## src/rtl/adc_idelay_autocal.sv

```systemverilog
`default_nettype none
// ============================================================================
//  Module   : adc_idelay_autocal
//  Purpose  : IDELAY tap calibration for the FMC ADC data path. While the ADC
//             sends a known test word, each channel in turn (ch0 first) is
//             swept over every tap. The widest contiguous run of passing taps
//             is found and its centre is loaded. A manual mode keeps the
//             PC-driven load path (value / select / rising-edge load).
//  Ports    : sys_clk, rst          clock, synchronous active-high reset
//             start_i, mode_i       start pulse, 0 = auto / 1 = manual
//             man_tap_i, man_chan_sel_i, man_load_i   manual load path
//             pattern_i             expected test word
//             adc_data_i, adc_valid_i   captured words and sample strobes
//             idelay_rdy_i          IDELAYCTRL ready
//             delay_val_o, delay_chan_sel_o, delay_load_o   IDELAY control
//             busy_o, done_o, fail_o, tap_sel_o         status / results
//  Revision : 1.0  initial release
// ============================================================================
module adc_idelay_autocal #(
  parameter int G_NUM_CHANNELS  = 4,
  parameter int G_NUM_BITS      = 17,
  parameter int G_TAP_WIDTH     = 5,
  parameter int G_SETTLE_CYCLES = 16,
  parameter int G_CHECK_SAMPLES = 64,
  parameter int G_MIN_WINDOW    = 3
) (
  input  logic                                 sys_clk,
  input  logic                                 rst,
  input  logic                                 start_i,
  input  logic                                 mode_i,
  input  logic [G_TAP_WIDTH-1:0]               man_tap_i,
  input  logic [G_NUM_CHANNELS-1:0]            man_chan_sel_i,
  input  logic                                 man_load_i,
  input  logic [G_NUM_BITS-1:0]                pattern_i,
  input  logic [G_NUM_CHANNELS*G_NUM_BITS-1:0] adc_data_i,
  input  logic [G_NUM_CHANNELS-1:0]            adc_valid_i,
  input  logic                                 idelay_rdy_i,
  output logic [G_TAP_WIDTH-1:0]               delay_val_o,
  output logic [G_NUM_CHANNELS-1:0]            delay_chan_sel_o,
  output logic                                 delay_load_o,
  output logic                                 busy_o,
  output logic                                 done_o,
  output logic [G_NUM_CHANNELS-1:0]            fail_o,
  output logic [G_NUM_CHANNELS*G_TAP_WIDTH-1:0] tap_sel_o
);

  localparam int CH_W    = (G_NUM_CHANNELS > 1) ? $clog2(G_NUM_CHANNELS) : 1;
  localparam int TAP_MAX = (2 ** G_TAP_WIDTH) - 1;
  localparam int TIMEOUT = 4 * G_CHECK_SAMPLES;
  localparam int CNT_W   = $clog2(TIMEOUT + G_SETTLE_CYCLES + 1) + 1;
  localparam int SMP_W   = $clog2(G_CHECK_SAMPLES + 1);

  typedef enum logic [3:0] {
    S_IDLE      = 4'd0,
    S_WAIT_RDY  = 4'd1,
    S_LOAD      = 4'd2,
    S_SETTLE    = 4'd3,
    S_CHECK     = 4'd4,
    S_EVAL      = 4'd5,
    S_APPLY     = 4'd6,
    S_NEXT_CHAN = 4'd7,
    S_DONE      = 4'd8
  } state_t;

  state_t                      state;
  logic [CH_W-1:0]             chan;
  logic [G_TAP_WIDTH-1:0]      tap;
  logic [CNT_W-1:0]            cnt;
  logic [SMP_W-1:0]            smp_cnt;
  logic                        tap_bad;
  logic [G_TAP_WIDTH-1:0]      run_len;
  logic [G_TAP_WIDTH-1:0]      run_start;
  logic [G_TAP_WIDTH-1:0]      best_len;
  logic [G_TAP_WIDTH-1:0]      best_start;
  logic                        man_load_q;

  logic [G_NUM_BITS-1:0]       chan_word;
  logic                        chan_valid;
  logic [G_NUM_CHANNELS-1:0]   chan_onehot;
  logic [G_TAP_WIDTH-1:0]      run_next;
  logic [G_TAP_WIDTH-1:0]      start_next;
  logic                        win_ok;
  logic [G_TAP_WIDTH-1:0]      final_tap;
  logic                        rdy_lost;

  assign chan_word   = adc_data_i[int'(chan)*G_NUM_BITS +: G_NUM_BITS];
  assign chan_valid  = adc_valid_i[chan];
  assign chan_onehot = G_NUM_CHANNELS'(1) << chan;

  // Run length is a tap-wide counter that saturates at the all-ones value.
  // This keeps best_start + best_len/2 inside the tap range: a full-range
  // window of 2^W taps centres on tap 2^(W-1)-1.
  assign run_next   = tap_bad ? '0 :
                      ((&run_len) ? run_len : run_len + 1'b1);
  assign start_next = (!tap_bad && (run_len == '0)) ? tap : run_start;

  assign win_ok    = (best_len >= G_TAP_WIDTH'(G_MIN_WINDOW));
  assign final_tap = win_ok ? (best_start + (best_len >> 1)) : '0;

  // Losing IDELAYCTRL ready only restarts a tap while that tap is being
  // loaded, settled, checked or scored. APPLY and NEXT_CHAN are single-cycle
  // steps after the last tap was already scored; re-running that tap would
  // count it twice in the window.
  assign rdy_lost = !idelay_rdy_i &&
                    ((state == S_LOAD) || (state == S_SETTLE) ||
                     (state == S_CHECK) || (state == S_EVAL));

  assign busy_o = (state != S_IDLE) && (state != S_DONE);

  always_ff @(posedge sys_clk) begin
    if (rst) begin
      state            <= S_IDLE;
      chan             <= '0;
      tap              <= '0;
      cnt              <= '0;
      smp_cnt          <= '0;
      tap_bad          <= 1'b0;
      run_len          <= '0;
      run_start        <= '0;
      best_len         <= '0;
      best_start       <= '0;
      man_load_q       <= 1'b0;
      delay_val_o      <= '0;
      delay_chan_sel_o <= '0;
      delay_load_o     <= 1'b0;
      done_o           <= 1'b0;
      fail_o           <= '0;
      tap_sel_o        <= '0;
    end else begin
      man_load_q   <= man_load_i;
      delay_load_o <= 1'b0;

      if (rdy_lost) begin
        state   <= S_WAIT_RDY;
        cnt     <= '0;
        smp_cnt <= '0;
        tap_bad <= 1'b0;
      end else begin
        case (state)
          S_IDLE: begin
            if (start_i && !mode_i) begin
              done_o     <= 1'b0;
              fail_o     <= '0;
              tap_sel_o  <= '0;
              chan       <= '0;
              tap        <= '0;
              run_len    <= '0;
              run_start  <= '0;
              best_len   <= '0;
              best_start <= '0;
              state      <= S_WAIT_RDY;
            end else if (mode_i && man_load_i && !man_load_q) begin
              delay_load_o     <= 1'b1;
              delay_val_o      <= man_tap_i;
              delay_chan_sel_o <= man_chan_sel_i;
            end
          end

          S_WAIT_RDY: begin
            if (idelay_rdy_i) begin
              state <= S_LOAD;
            end
          end

          S_LOAD: begin
            delay_load_o     <= 1'b1;
            delay_val_o      <= tap;
            delay_chan_sel_o <= chan_onehot;
            cnt              <= '0;
            state            <= S_SETTLE;
          end

          S_SETTLE: begin
            if (cnt == CNT_W'(G_SETTLE_CYCLES - 1)) begin
              cnt     <= '0;
              smp_cnt <= '0;
              tap_bad <= 1'b0;
              state   <= S_CHECK;
            end else begin
              cnt <= cnt + 1'b1;
            end
          end

          S_CHECK: begin
            cnt <= cnt + 1'b1;
            if (chan_valid) begin
              smp_cnt <= smp_cnt + 1'b1;
              if (chan_word != pattern_i) begin
                tap_bad <= 1'b1;
              end
            end
            // A final sample landing on the timeout cycle still counts.
            if (chan_valid && (smp_cnt == SMP_W'(G_CHECK_SAMPLES - 1))) begin
              state <= S_EVAL;
            end else if (cnt == CNT_W'(TIMEOUT - 1)) begin
              tap_bad <= 1'b1;
              state   <= S_EVAL;
            end
          end

          S_EVAL: begin
            run_len   <= run_next;
            run_start <= start_next;
            // Strictly greater: on equal-length runs the lower one is kept.
            if (run_next > best_len) begin
              best_len   <= run_next;
              best_start <= start_next;
            end
            if (tap == G_TAP_WIDTH'(TAP_MAX)) begin
              state <= S_APPLY;
            end else begin
              tap   <= tap + 1'b1;
              state <= S_LOAD;
            end
          end

          S_APPLY: begin
            tap_sel_o[int'(chan)*G_TAP_WIDTH +: G_TAP_WIDTH] <= final_tap;
            if (!win_ok) begin
              fail_o[chan] <= 1'b1;
            end
            delay_load_o     <= 1'b1;
            delay_val_o      <= final_tap;
            delay_chan_sel_o <= chan_onehot;
            state            <= S_NEXT_CHAN;
          end

          S_NEXT_CHAN: begin
            run_len    <= '0;
            run_start  <= '0;
            best_len   <= '0;
            best_start <= '0;
            if (chan == CH_W'(G_NUM_CHANNELS - 1)) begin
              state <= S_DONE;
            end else begin
              chan  <= chan + 1'b1;
              tap   <= '0;
              state <= S_LOAD;
            end
          end

          S_DONE: begin
            done_o <= 1'b1;
            state  <= S_IDLE;
          end

          default: begin
            state <= S_IDLE;
          end
        endcase
      end
    end
  end

endmodule
`default_nettype wire

```

## config.mk

```make
export PLATFORM = sky130hd
export DESIGN_NAME = adc_idelay_autocal
export DESIGN_NICKNAME = d
export VERILOG_FILES = /design/src/rtl/adc_idelay_autocal.sv
export SDC_FILE = /design/constraint.sdc
export NUM_CORES = 1
export LEC_CHECK = 0
export CORE_ASPECT_RATIO = 1.2
export CORE_MARGIN = 2
export CORE_UTILIZATION = 27
export CTS_BUF_LIST = sky130_fd_sc_hd__clkbuf_4
export CTS_CLUSTER_DIAMETER = 40
export DETAILED_ROUTE_END_ITERATION = 10
export PLACE_DENSITY_LB_ADDON = 0.1
export SYNTH_ARGS = -nofsm -noshare
export SYNTH_HDL_FRONTEND = slang
export SYNTH_SLANG_ARGS = --single-unit
```

## constraint.sdc

```tcl
create_clock -name sys_clk -period 6.2 [get_ports sys_clk]
set_clock_uncertainty 0.2 [all_clocks]
set_input_delay 1.55 -clock sys_clk [delete_from_list [all_inputs] [get_ports sys_clk]]
set_output_delay 1.55 -clock sys_clk [all_outputs]
set_load 0.01 [all_outputs]
```

* Word-level counts from Yosys, hierarchy flattened *
Index checks and enable logic that the tools add are counted.
W data, S select, Z words.

storage, ports and cells
  flip-flop bits (word level) = 85
  input port bits = 104
  output and inout bits = 36

operators by class
  $add $sub $neg = 7
  multiply operators = 2
  order comparisons = 4
  eq/ne operators = 30
  shift-type cells = 4
  muxes and demuxes = 58
  bitwise operators = 2
  reductions and logical operators = 42

operator list
  cell                       count
  $pmux W5 S3                6
  $shiftx A68 B8 Y17         1
  $mux W5                    11
  $mux W4                    10
  $pmux W20 S2               1
  $neg A5 Y33                1
  $shift A5 B33 Y20 const A  1
  $shiftx A5 B33 Y20         1
  $pmux W4 S8                1
  $pmux W10 S3               1
  $reduce_and A4 Y1          7
  $bwmux W20                 1
  $mux W20                   1
  $ne A17 B17 Y1             1
  $eq A4 B3 Y1 const B       4
  $ne A2 B2 Y1 const B       8
  $pmux W4 S2                2
  $mux W7                    2
  $pmux W7 S2                1
  $reduce_and A3 Y1          4
  $mux W1                    11
  $add A10 B1 Y10 const B    1
  $add A5 B1 Y5 const B      2
  $eq A10 B4 Y1 const B      1
  other kinds (43)           69

* Longest topological paths before layout *
Gate-level depths: netlist (run 1).

  depth after elaboration = 8
  mapped depth = 12

* Least setup slack after synthesis (run 1) *
OpenSTA, ideal clock, no wires.

  path kind = input-to-reg
  start point = input port adc_valid_i[3]
  end point = register tap_bad
  library setup time = 0.114 ns
  data arrival time = 2.608 ns
  data required time = 5.886 ns
  path slack = 3.277 ns
  cell stages on the path = 4
  cells stage by stage = mux4_2 > a21oi_1 > nor4_1 > a2111oi_0

between the ends
  longest elaborated chain between the ends = 6
  elaborated cells between the ends (all ways) = 7

ends and longest elaborated chain
  item                             RTL line  RTL
  start: declaration               36        input logic [G_NUM_CHANNELS-1:0] adc_valid_i,
  $bmux W1 S2 *                    87        assign chan_valid = adc_valid_i[chan];
  $mux W1 (not written as such) *  87
  $mux W1                          186       if (chan_valid) begin
  $mux W1                          195       end else if (cnt == CNT_W'(TIMEOUT - 1)) begin
  $mux W1 *                        193       if (chan_valid && (smp_cnt == SMP_W'(G_CHECK_SAMPLES - 1))) begin
  $pmux W1 S2 *                    139       case (state)
  end signal: assignment           137       tap_bad <= 1'b0;
  end signal: assignment           189       tap_bad <= 1'b1;
  end signal: assignment           196       tap_bad <= 1'b1;
  end: declaration                 70        logic tap_bad;

Every way passes the cells marked *; elsewhere a longest branch is shown, timed or not. The select of a mux whose other input is x is not followed.
A chain may end at the register's enable or synchronous reset.

* Final worst setup path (run 1) *
  start point = register state[0]
  end point = output port busy_o

between the ends
  longest elaborated chain between the ends = 2
  elaborated cells between the ends (all ways) = 3

ends and longest elaborated chain
  item                                                       RTL line  RTL
  start: declaration                                         65        state_t state;
  start signal: assignment                                   112       state <= S_IDLE;
  start signal: assignment                                   134       state <= S_WAIT_RDY;
  start signal: assignment                                   151       state <= S_WAIT_RDY;
  $ne A4 B4 Y1 / $reduce_bool A4 Y1 (equally long branches)  108       assign busy_o = (state != S_IDLE) && (state != S_DONE);
  $logic_and A1 B1 Y1 *                                      108
  end: declaration                                           41        output logic busy_o,

Every way passes the cells marked *; elsewhere a longest branch is shown, timed or not.

==> flow_metrics.tcl, run 1 <==
set metrics [dict create \
    power_uw 1280 \
    ys_seq_area_frac 0.346 \
    clockRootBuffer "clkbuf_4" \
    synth_cell_type_count 68 \
    h-tree-depth 3 \
    rr_endpoint "best_len[0]" \
    crit_slowest_cell "dfxtp_1" \
    rows 54 \
    die_h_um 152 \
    numClockSinks 85 \
    cp.required_ps 4450 \
    ys_ff_latch 85 \
    layout-drive-gt1-share 0.106 \
    synth_ff_type "dfxtp_1" \
    ant_nets 0 \
    ff2ff_setup_slack_ps 2920 \
    yosys_warnings 0 \
    layout_min_cycle_time_ps 3890 \
    p_leak_uw 0.00223 \
    status "finished clean" \
    clock_latency_ps 460 \
    grt_first_pass_wirelength_mm 24.1 \
    cts_resized 0 \
    grt_use_total 0.161 \
    p_switching_uw 422 \
    synth_area_mm2 0.00491 \
    antenna_found_initial 1 \
    pwr-share-comb 0.294 \
    finalSetupViolCount 0 \
    final_util 0.366 \
    wire_per_inst_um 16.8 \
    cts_tree "built" \
    syn_area_per_cell_um2 9.22 \
    max_freq_ghz 0.257 \
    synth_nets 657 \
    gr-total-overflow 0 \
    hold_start "best_start[3]" \
    crit_type "reg -> out" \
    synth-edff-count 0 \
    io-pin-count 140 \
    dr.pass1.iters 4 \
    yosysTopAreaCell "dfxtp_1" \
    final_common_cell "clkdlybuf4s50_1" \
    synthTopCellsByArea "dfxtp_1 (35%), mux4_2 (8.2%), nor2_1 (6.2%)" \
    cts_buffers 9 \
    end_kind "output pin" \
    min_to "best_start[3]" \
    vdd_drop_max_v 0.000107 \
    grt_pass1_vias 4497 \
    final_area_mm2 0.00660 \
    post_cts_buffers 0 \
    placed_area_mm2 0.00648 \
    crit_fanout 16 \
    final_cell_mix "clkdlybuf4s50_1 (138), dfxtp_1 (85), nor2_1 (81)" \
    hp-class "reg -> reg" \
    async_flop_share 0 \
    seqPwrFrac 0.477 \
    powerDensity_mw_per_mm2 194 \
    viasPerCell 4.86 \
    crit_chain "nor3_1 -> inv_1 -> clkdlybuf4s50_1" \
    grt_max_degree 68 \
    rsz0062_at_grt "false" \
    sw_frac_of_total 0.330 \
    start_kind "register" \
    initial_core_util 0.272 \
    place.port_buffers 139 \
    timing.final.crit_share 0.628 \
    design.core.area_mm2 0.0180 \
    worst_pin_slew_ps 1030 \
    path_clk_slew_ps 130 \
    clkPwrFrac 0.229 \
    reg2reg_from "run_len[1]" \
    place_hpwl_mm 11.6 \
    first_iter_violations 247 \
    ff2ff_path_depth 12 \
    fin_nets 787 \
    gp_congestion 0.807 \
    via_count 4346 \
    setup_tns_ps 0 \
    regArea_mm2 0.00170 \
    maxCapViolations 0 \
    clk_path_buf_depth 2 \
    relSlewSlack 0.310 \
    synth_top_area_frac 0.346 \
    synthToLayoutAreaGrowth_pct 34.3 \
    die_x_um 127 \
    critPathArrivalTime_ps 2140 \
    dieArea_mm2 0.0193 \
    slew_viol_final 0 \
    slowest_delay_ps 840 \
    drt_wl_total_mm 15.0 \
    holdBufCountCts 0 \
    p_int_uw 856 \
    min_path_cells 2 \
    holdWs_ps 287 \
    final-hold-violation-count 0 \
    nFillCells 1844 \
    drc 0 \
    synth_cells 533 \
    multi_input_area_mm2 0.00302 \
]
==> synth_stat cells, types with 9 or more instances <==
cell type and n:
nand2b_1 9, ha_1 19, xnor2_1 25, nor2_1 81
mux4_2 18, a22oi_1 22, nand3_1 14, inv_1 19
clkbuf_1 10, nor3_1 14, nand4_1 9, dfxtp_1 85
nand2_1 36, xor2_1 11, mux2i_1 16, a21oi_1 33
==> stage by stage <==
step | setup slack, ps | instances
floorplan | 3280 | 533
global placement | 2660 | 876
detailed placement | 2570 | 876
CTS | 2240 | 892
global route | 2150 | 895
finish | 2310 | 895
==> power groups by stage <==
stage               registers [µW]  logic [µW]  clock network [µW]
finish                         610         376                 292
global route                   616         413                 336
CTS                            610         382                 314
detailed placement             622         381                   0
global placement               621         377                   0
floorplan                      612         233                   0
==> layout make-up <==
class | count | share of cell area
antenna | 3 | 0.00114
multi-input combinational | 406 | 0.457
clock buffer | 12 | 0.0136
clock inverter | 4 | 0.00379
tap | 224 | 0.0425
sequential | 85 | 0.258
timing repair buffer | 142 | 0.213
inverter | 19 | 0.0108
==> critical path, delay by kind of cell (launching register included) <==
family,cells,cell delay (ps)
flip-flops,1,840
AND/OR/NAND/NOR,1,180
buffers and inverters,2,650
==> cell families (layout without fill, tap and decap cells) <==
family,count (synthesis),count (layout),share of synthesized area
and+or+nand+nor,211,211,0.226
muxes,34,34,0.115
AOI/OAI and AO/OA,105,105,0.156
other,0,3,0
DFF,85,85,0.346
buffers and inverters,42,177,0.0400
adders and majority gates,20,20,0.0524
xor gates and xnor gates,36,36,0.0642
==> registers in the layout, summed over array words and instances (netlist names) <==
signal	flops
tap	5
delay_load_o	1
tap_sel_o	20
done_o	1
chan	2
tap_bad	1
state	4
delay_val_o	5
run_len	5
delay_chan_sel_o	4
smp_cnt	7
run_start	5
man_load_q	1
cnt	10
fail_o	4
best_start	5
best_len	5
==> metal layers <==
layer,global-route usage,share of wire
met3,0.0316,0.036
met1,0.205,0.45
met2,0.270,0.49
met5,0,0
met4,0.0615,0.021
==> worst max-delay path by stage <==
| stage | depth (start not counted) | endpoint | slack [ps] | from |
|---|---|---|---|---|
| 2_1_floorplan | 4 | tap_bad | 3280 | adc_valid_i[3] |
| 3_5_place_dp | 6 | best_len[1] | 2570 | idelay_rdy_i |
| 5_1_grt | 3 | busy_o | 2150 | state[0] |
| 3_3_place_gp | 6 | best_len[0] | 2660 | idelay_rdy_i |
| 4_1_cts | 3 | busy_o | 2240 | state[0] |
| 6_report | 3 | busy_o | 2310 | state[0] |
Power figures use the tool's default switching activity.
==> inputs of run 2 (changes only) <==
==> constraint.sdc (replaced) <==
create_clock -name sys_clk -period 3.4 [get_ports sys_clk]
set_clock_uncertainty 0.2 [all_clocks]
set_input_delay 0.85 -clock sys_clk [delete_from_list [all_inputs] [get_ports sys_clk]]
set_output_delay 0.85 -clock sys_clk [all_outputs]
set_load 0.01 [all_outputs]
==> run 2 against run 1 <==
- utilization increased by 0.19 points
- sequential share of layout area fell by 0.13 points
- clock power increased by 86%
- global-route usage about the same
- combinational power grew 89%
- cell count up 0.22%
- sequential power up 80%
- sequential cell count unchanged
- cell area increased by 0.51%
- first-iteration DRC count fell by 29%
==> flow_metrics.tcl, run 2 (synthesis gave the netlist of run 1 again) <==
set metrics [dict create \
    post_cts_buffers 0 \
    cp.required_ps 2350 \
    grt_use_total 0.161 \
    instances_no_fill 897 \
    cts_buffers 9 \
    start_kind "register" \
    p_leak_uw 0.00226 \
    startpoint "state[2]" \
    h-tree-depth 3 \
    min_path_cells 2 \
    relSlewSlack 0.369 \
    antenna_found_initial 1 \
    final_common_cell "clkdlybuf4s50_1" \
    ant_nets 0 \
    holdBufCountCts 0 \
    drc 0 \
    power_uw 2350 \
    place.port_buffers 139 \
    drt_wl_total_mm 15.2 \
    layout-drive-gt1-share 0.112 \
    crit_type "reg -> out" \
    powerDensity_mw_per_mm2 354 \
    timing.final.crit_share 0.913 \
    finalSetupViolCount 0 \
    viasPerCell 4.96 \
    io-pin-count 140 \
    cts_tree "built" \
    final_cell_mix "clkdlybuf4s50_1 (138), dfxtp_1 (85), nor2_1 (81)" \
    cts_resized 0 \
    hp-class "reg -> reg" \
    gr-total-overflow 0 \
    maxCapViolations 0 \
    gp_congestion 0.802 \
    numClockSinks 85 \
    crit_fanout 17 \
    regArea_mm2 0.00170 \
    dp.cells 880 \
    rr_endpoint "best_start[1]" \
    rsz0062_at_grt "false" \
    rows 54 \
    vdd_drop_max_v 0.000249 \
    dr.pass1.iters 5 \
    slew_viol_final 0 \
    max_freq_ghz 0.322 \
    largest_register "tap_sel_o" \
    status "finished clean" \
    critPathArrivalTime_ps 2050 \
    clk_path_buf_depth 2 \
    dieArea_mm2 0.0193 \
    hold_start "smp_cnt[1]" \
    layout_min_cycle_time_ps 3100 \
    top_regs "tap_sel_o x20, cnt x10, smp_cnt x7" \
    synthToLayoutAreaGrowth_pct 35.0 \
    ff2ff_path_depth 12 \
    reg2reg_from "run_len[1]" \
    pre_cts_slack_ps 277 \
    nFillCells 1800 \
    grt_max_degree 44 \
    path_clk_slew_ps 140 \
    worst_slack_ps 297 \
    via_count 4452 \
    setup_tns_ps 0 \
    largest_register_ffs 20 \
    grt_pass1_vias 4523 \
    clockRootBuffer "clkbuf_4" \
    multi_input_area_mm2 0.00302 \
    design.core.area_mm2 0.0180 \
    final-hold-violation-count 0 \
    ff2ff_setup_slack_ps 440 \
    end_kind "output pin" \
    first_iter_violations 176 \
    place_hpwl_mm 11.8 \
    fin_nets 791 \
    min_to "smp_cnt[1]" \
    wire_per_inst_um 16.9 \
    die_x_um 127 \
    worst_pin_slew_ps 946 \
    die_h_um 152 \
    clock_latency_ps 460 \
    initial_core_util 0.272 \
    grt_first_pass_wirelength_mm 24.2 \
]
-- run 2: layout make-up --
cell class	count	share of cell area
repair buffers	146	0.217
diodes	1	0.000377
clock buffers	11	0.0124
well taps	224	0.0422
flip-flops and latches	85	0.256
inverters	19	0.0107
multi-input cells	406	0.455
clock inverters	5	0.00547
-- run 2: per-layer routing --
| metal | global-route usage | share of wire | up-vias |
|---|---|---|---|
| li1 | - | - | 2196 |
| met1 | 0.189 | 0.43 | 2144 |
| met2 | 0.285 | 0.50 | 92 |
| met3 | 0.0485 | 0.048 | 20 |
| met4 | 0.0429 | 0.020 | 0 |
| met5 | 0 | 0 | - |
-- run 2: stage by stage --
| step | hold slack [ps] | util | cell area, µm² |
|---|---|---|---|
| 2_1_floorplan | 243 | - | 4910 |
| 3_3_place_gp | 256 | 0.361 | 6510 |
| 3_5_place_dp | 262 | 0.361 | 6510 |
| 4_1_cts | 281 | 0.367 | 6630 |
| 5_1_grt | 316 | 0.368 | 6640 |
| 6_report | 284 | 0.368 | 6640 |
-- run 2: worst max-delay path: stages, from the launching register on --
cell and delay [ps]:
dfxtp_1 790, nor3_1 140, inv_1 90, clkdlybuf4s50_1 570
-- run 2: worst max-delay path by stage --
stage                              to  slack [ps]  depth (start not counted)
after floorplan           best_len[0]         720                         11
after global placement    best_len[0]         420                         11
after detailed placement  best_len[0]         280                         11
after CTS                 best_len[0]         240                         11
after global routing      best_len[1]         100                         12
final                          busy_o         300                          3
-- run 2: power by group --
| part | total [µW] | switching [µW] | internal [µW] |
|---|---|---|---|
| logic | 709 | 358 | 351 |
| registers | 1100 | 56.4 | 1040 |
| clock network | 542 | 373 | 168 |
| total | 2350 | 788 | 1560 |
==> inputs of run 3 (changes only) <==
--- a/config.mk
+++ b/config.mk
@@ -5,9 +5,11 @@
 export SDC_FILE = /design/constraint.sdc
 export NUM_CORES = 1
 export LEC_CHECK = 0
-export CORE_ASPECT_RATIO = 1.2
+export CELL_PAD_IN_SITES_DETAIL_PLACEMENT = 1
+export CELL_PAD_IN_SITES_GLOBAL_PLACEMENT = 2
+export CORE_ASPECT_RATIO = 0.75
 export CORE_MARGIN = 2
-export CORE_UTILIZATION = 27
+export CORE_UTILIZATION = 26
 export CTS_BUF_LIST = sky130_fd_sc_hd__clkbuf_4
 export CTS_CLUSTER_DIAMETER = 40
 export DETAILED_ROUTE_END_ITERATION = 10
==> run 3 against run 2 <==
- cell count rose by 3.0%
- global-route usage rose by 0.86 points
- largest power group unchanged
- hold slack improved by 6.1 ps
- critical endpoint unchanged
- power rose by 10%
- setup slack got worse by 11 ps
- critical path type unchanged
==> flow_metrics.tcl, run 3 (synthesis gave the netlist of run 1 again) <==
set metrics [dict create \
    vdd_drop_max_v 0.000194 \
    drt_wl_total_mm 16.6 \
    cts_buffers 9 \
    die_x_um 163 \
    dr.pass1.iters 5 \
    min_to "best_start[3]" \
    die_h_um 123 \
    crit_type "reg -> out" \
    wire_per_inst_um 17.9 \
    final-hold-violation-count 0 \
    final_area_mm2 0.00678 \
    max_freq_ghz 0.321 \
    layout_min_cycle_time_ps 3110 \
    final_util 0.366 \
    grt_first_pass_wirelength_mm 26.0 \
    layout-drive-gt1-share 0.120 \
    place.port_buffers 139 \
    dieArea_mm2 0.0200 \
    ff2ff_setup_slack_ps 360 \
    timing.final.crit_share 0.916 \
    multi_input_area_mm2 0.00302 \
    post_cts_buffers 0 \
    relSlewSlack 0.479 \
    ant_nets 0 \
    rr_endpoint "best_start[1]" \
    min_path_cells 2 \
    worst_pin_slew_ps 775 \
    setup_tns_ps 0 \
    io-pin-count 140 \
    cts_tree "built" \
    maxCapViolations 0 \
    synthToLayoutAreaGrowth_pct 38.0 \
    n_antenna_cell 0 \
    start_kind "register" \
    holdWs_ps 290 \
    critPathArrivalTime_ps 2060 \
    slew_viol_final 0 \
    placed_area_mm2 0.00659 \
    grt_pass1_vias 4680 \
    design.core.area_mm2 0.0185 \
    hp-class "reg -> reg" \
    initial_core_util 0.266 \
    via_count 4496 \
    gp_congestion 0.757 \
    place_hpwl_mm 13.1 \
    rsz0062_at_grt "false" \
    grt_use_total 0.169 \
    nFillCells 2183 \
    clk_path_buf_depth 2 \
    crit_fanout 17 \
    gr-total-overflow 0 \
    p_leak_uw 0.00231 \
    h-tree-depth 3 \
    status "finished clean" \
    top_regs "tap_sel_o x20, cnt x10, smp_cnt x7" \
    viasPerCell 4.87 \
    largest_register "tap_sel_o" \
    numClockSinks 85 \
    clockRootBuffer "clkbuf_4" \
    rows 43 \
    powerDensity_mw_per_mm2 382 \
    final_cell_mix "clkdlybuf4s50_1 (138), dfxtp_1 (85), nor2_1 (81)" \
    clock_latency_ps 470 \
    hold_start "best_start[3]" \
    reg2reg_from "run_len[1]" \
    path_clk_slew_ps 150 \
    first_iter_violations 172 \
    end_kind "output pin" \
    final_common_cell "clkdlybuf4s50_1" \
    largest_register_ffs 20 \
    cp.required_ps 2350 \
    cts_resized 0 \
    drc 0 \
    antenna_found_initial 0 \
    ff2ff_path_depth 12 \
    finalSetupViolCount 0 \
    fin_nets 796 \
    grt_max_degree 48 \
    holdBufCountCts 0 \
    regArea_mm2 0.00170 \
]
[run 3: cell types whose count changed in the layout (fill, tap and decap cells not counted), sizes merged]
cell	change
clkbuf	-2
buf	+5
clkinv	-1
diode	-1
bufinv	+3
[run 3: critical path, stage by stage, from the launching register on]
cell,delay [ps]
dfxtp_1,810
nor3_1,140
inv_1,100
clkdlybuf4s50_1,530
[run 3: cell type report]
class                   count  area share
multi-input cells         406       0.445
repair buffers            151       0.220
well taps                 247      0.0456
clock buffers               9     0.00996
inverters                  19      0.0105
flip-flops and latches     85       0.251
clock inverters             7      0.0181
[run 3: report_power, final]
| group | switching [µW] | internal [µW] |
|---|---|---|
| combinational | 360 | 352 |
| sequential | 60.8 | 1040 |
| clock | 401 | 375 |
[run 3: worst max-delay path by stage]
stage               startpoint             to  slack, ps  depth (start not counted)
CTS                 run_len[1]    best_len[0]        130                         11
floorplan           run_len[0]    best_len[0]        720                         11
detailed placement  run_len[1]    best_len[0]        170                         11
global route        run_len[0]  best_start[1]         60                         12
finish                state[2]         busy_o        290                          3
global placement    run_len[1]    best_len[0]        380                         11
[run 3: through the flow]
step,setup WS (ps),cells,power (µW)
detailed placement,175,908,1850
finish,286,924,2590
floorplan,716,533,1540
global route,61.9,924,2750
global placement,380,908,1840
CTS,127,924,2640
[run 3: layer usage]
metal / global-route usage / vias up / share of wire
met5: 0 / - / 0
met4: 0.0371 / 0 / 0.0091
met3: 0.0335 / 11 / 0.027
met2: 0.268 / 49 / 0.46
met1: 0.239 / 2234 / 0.51
li1: - / 2202 / -
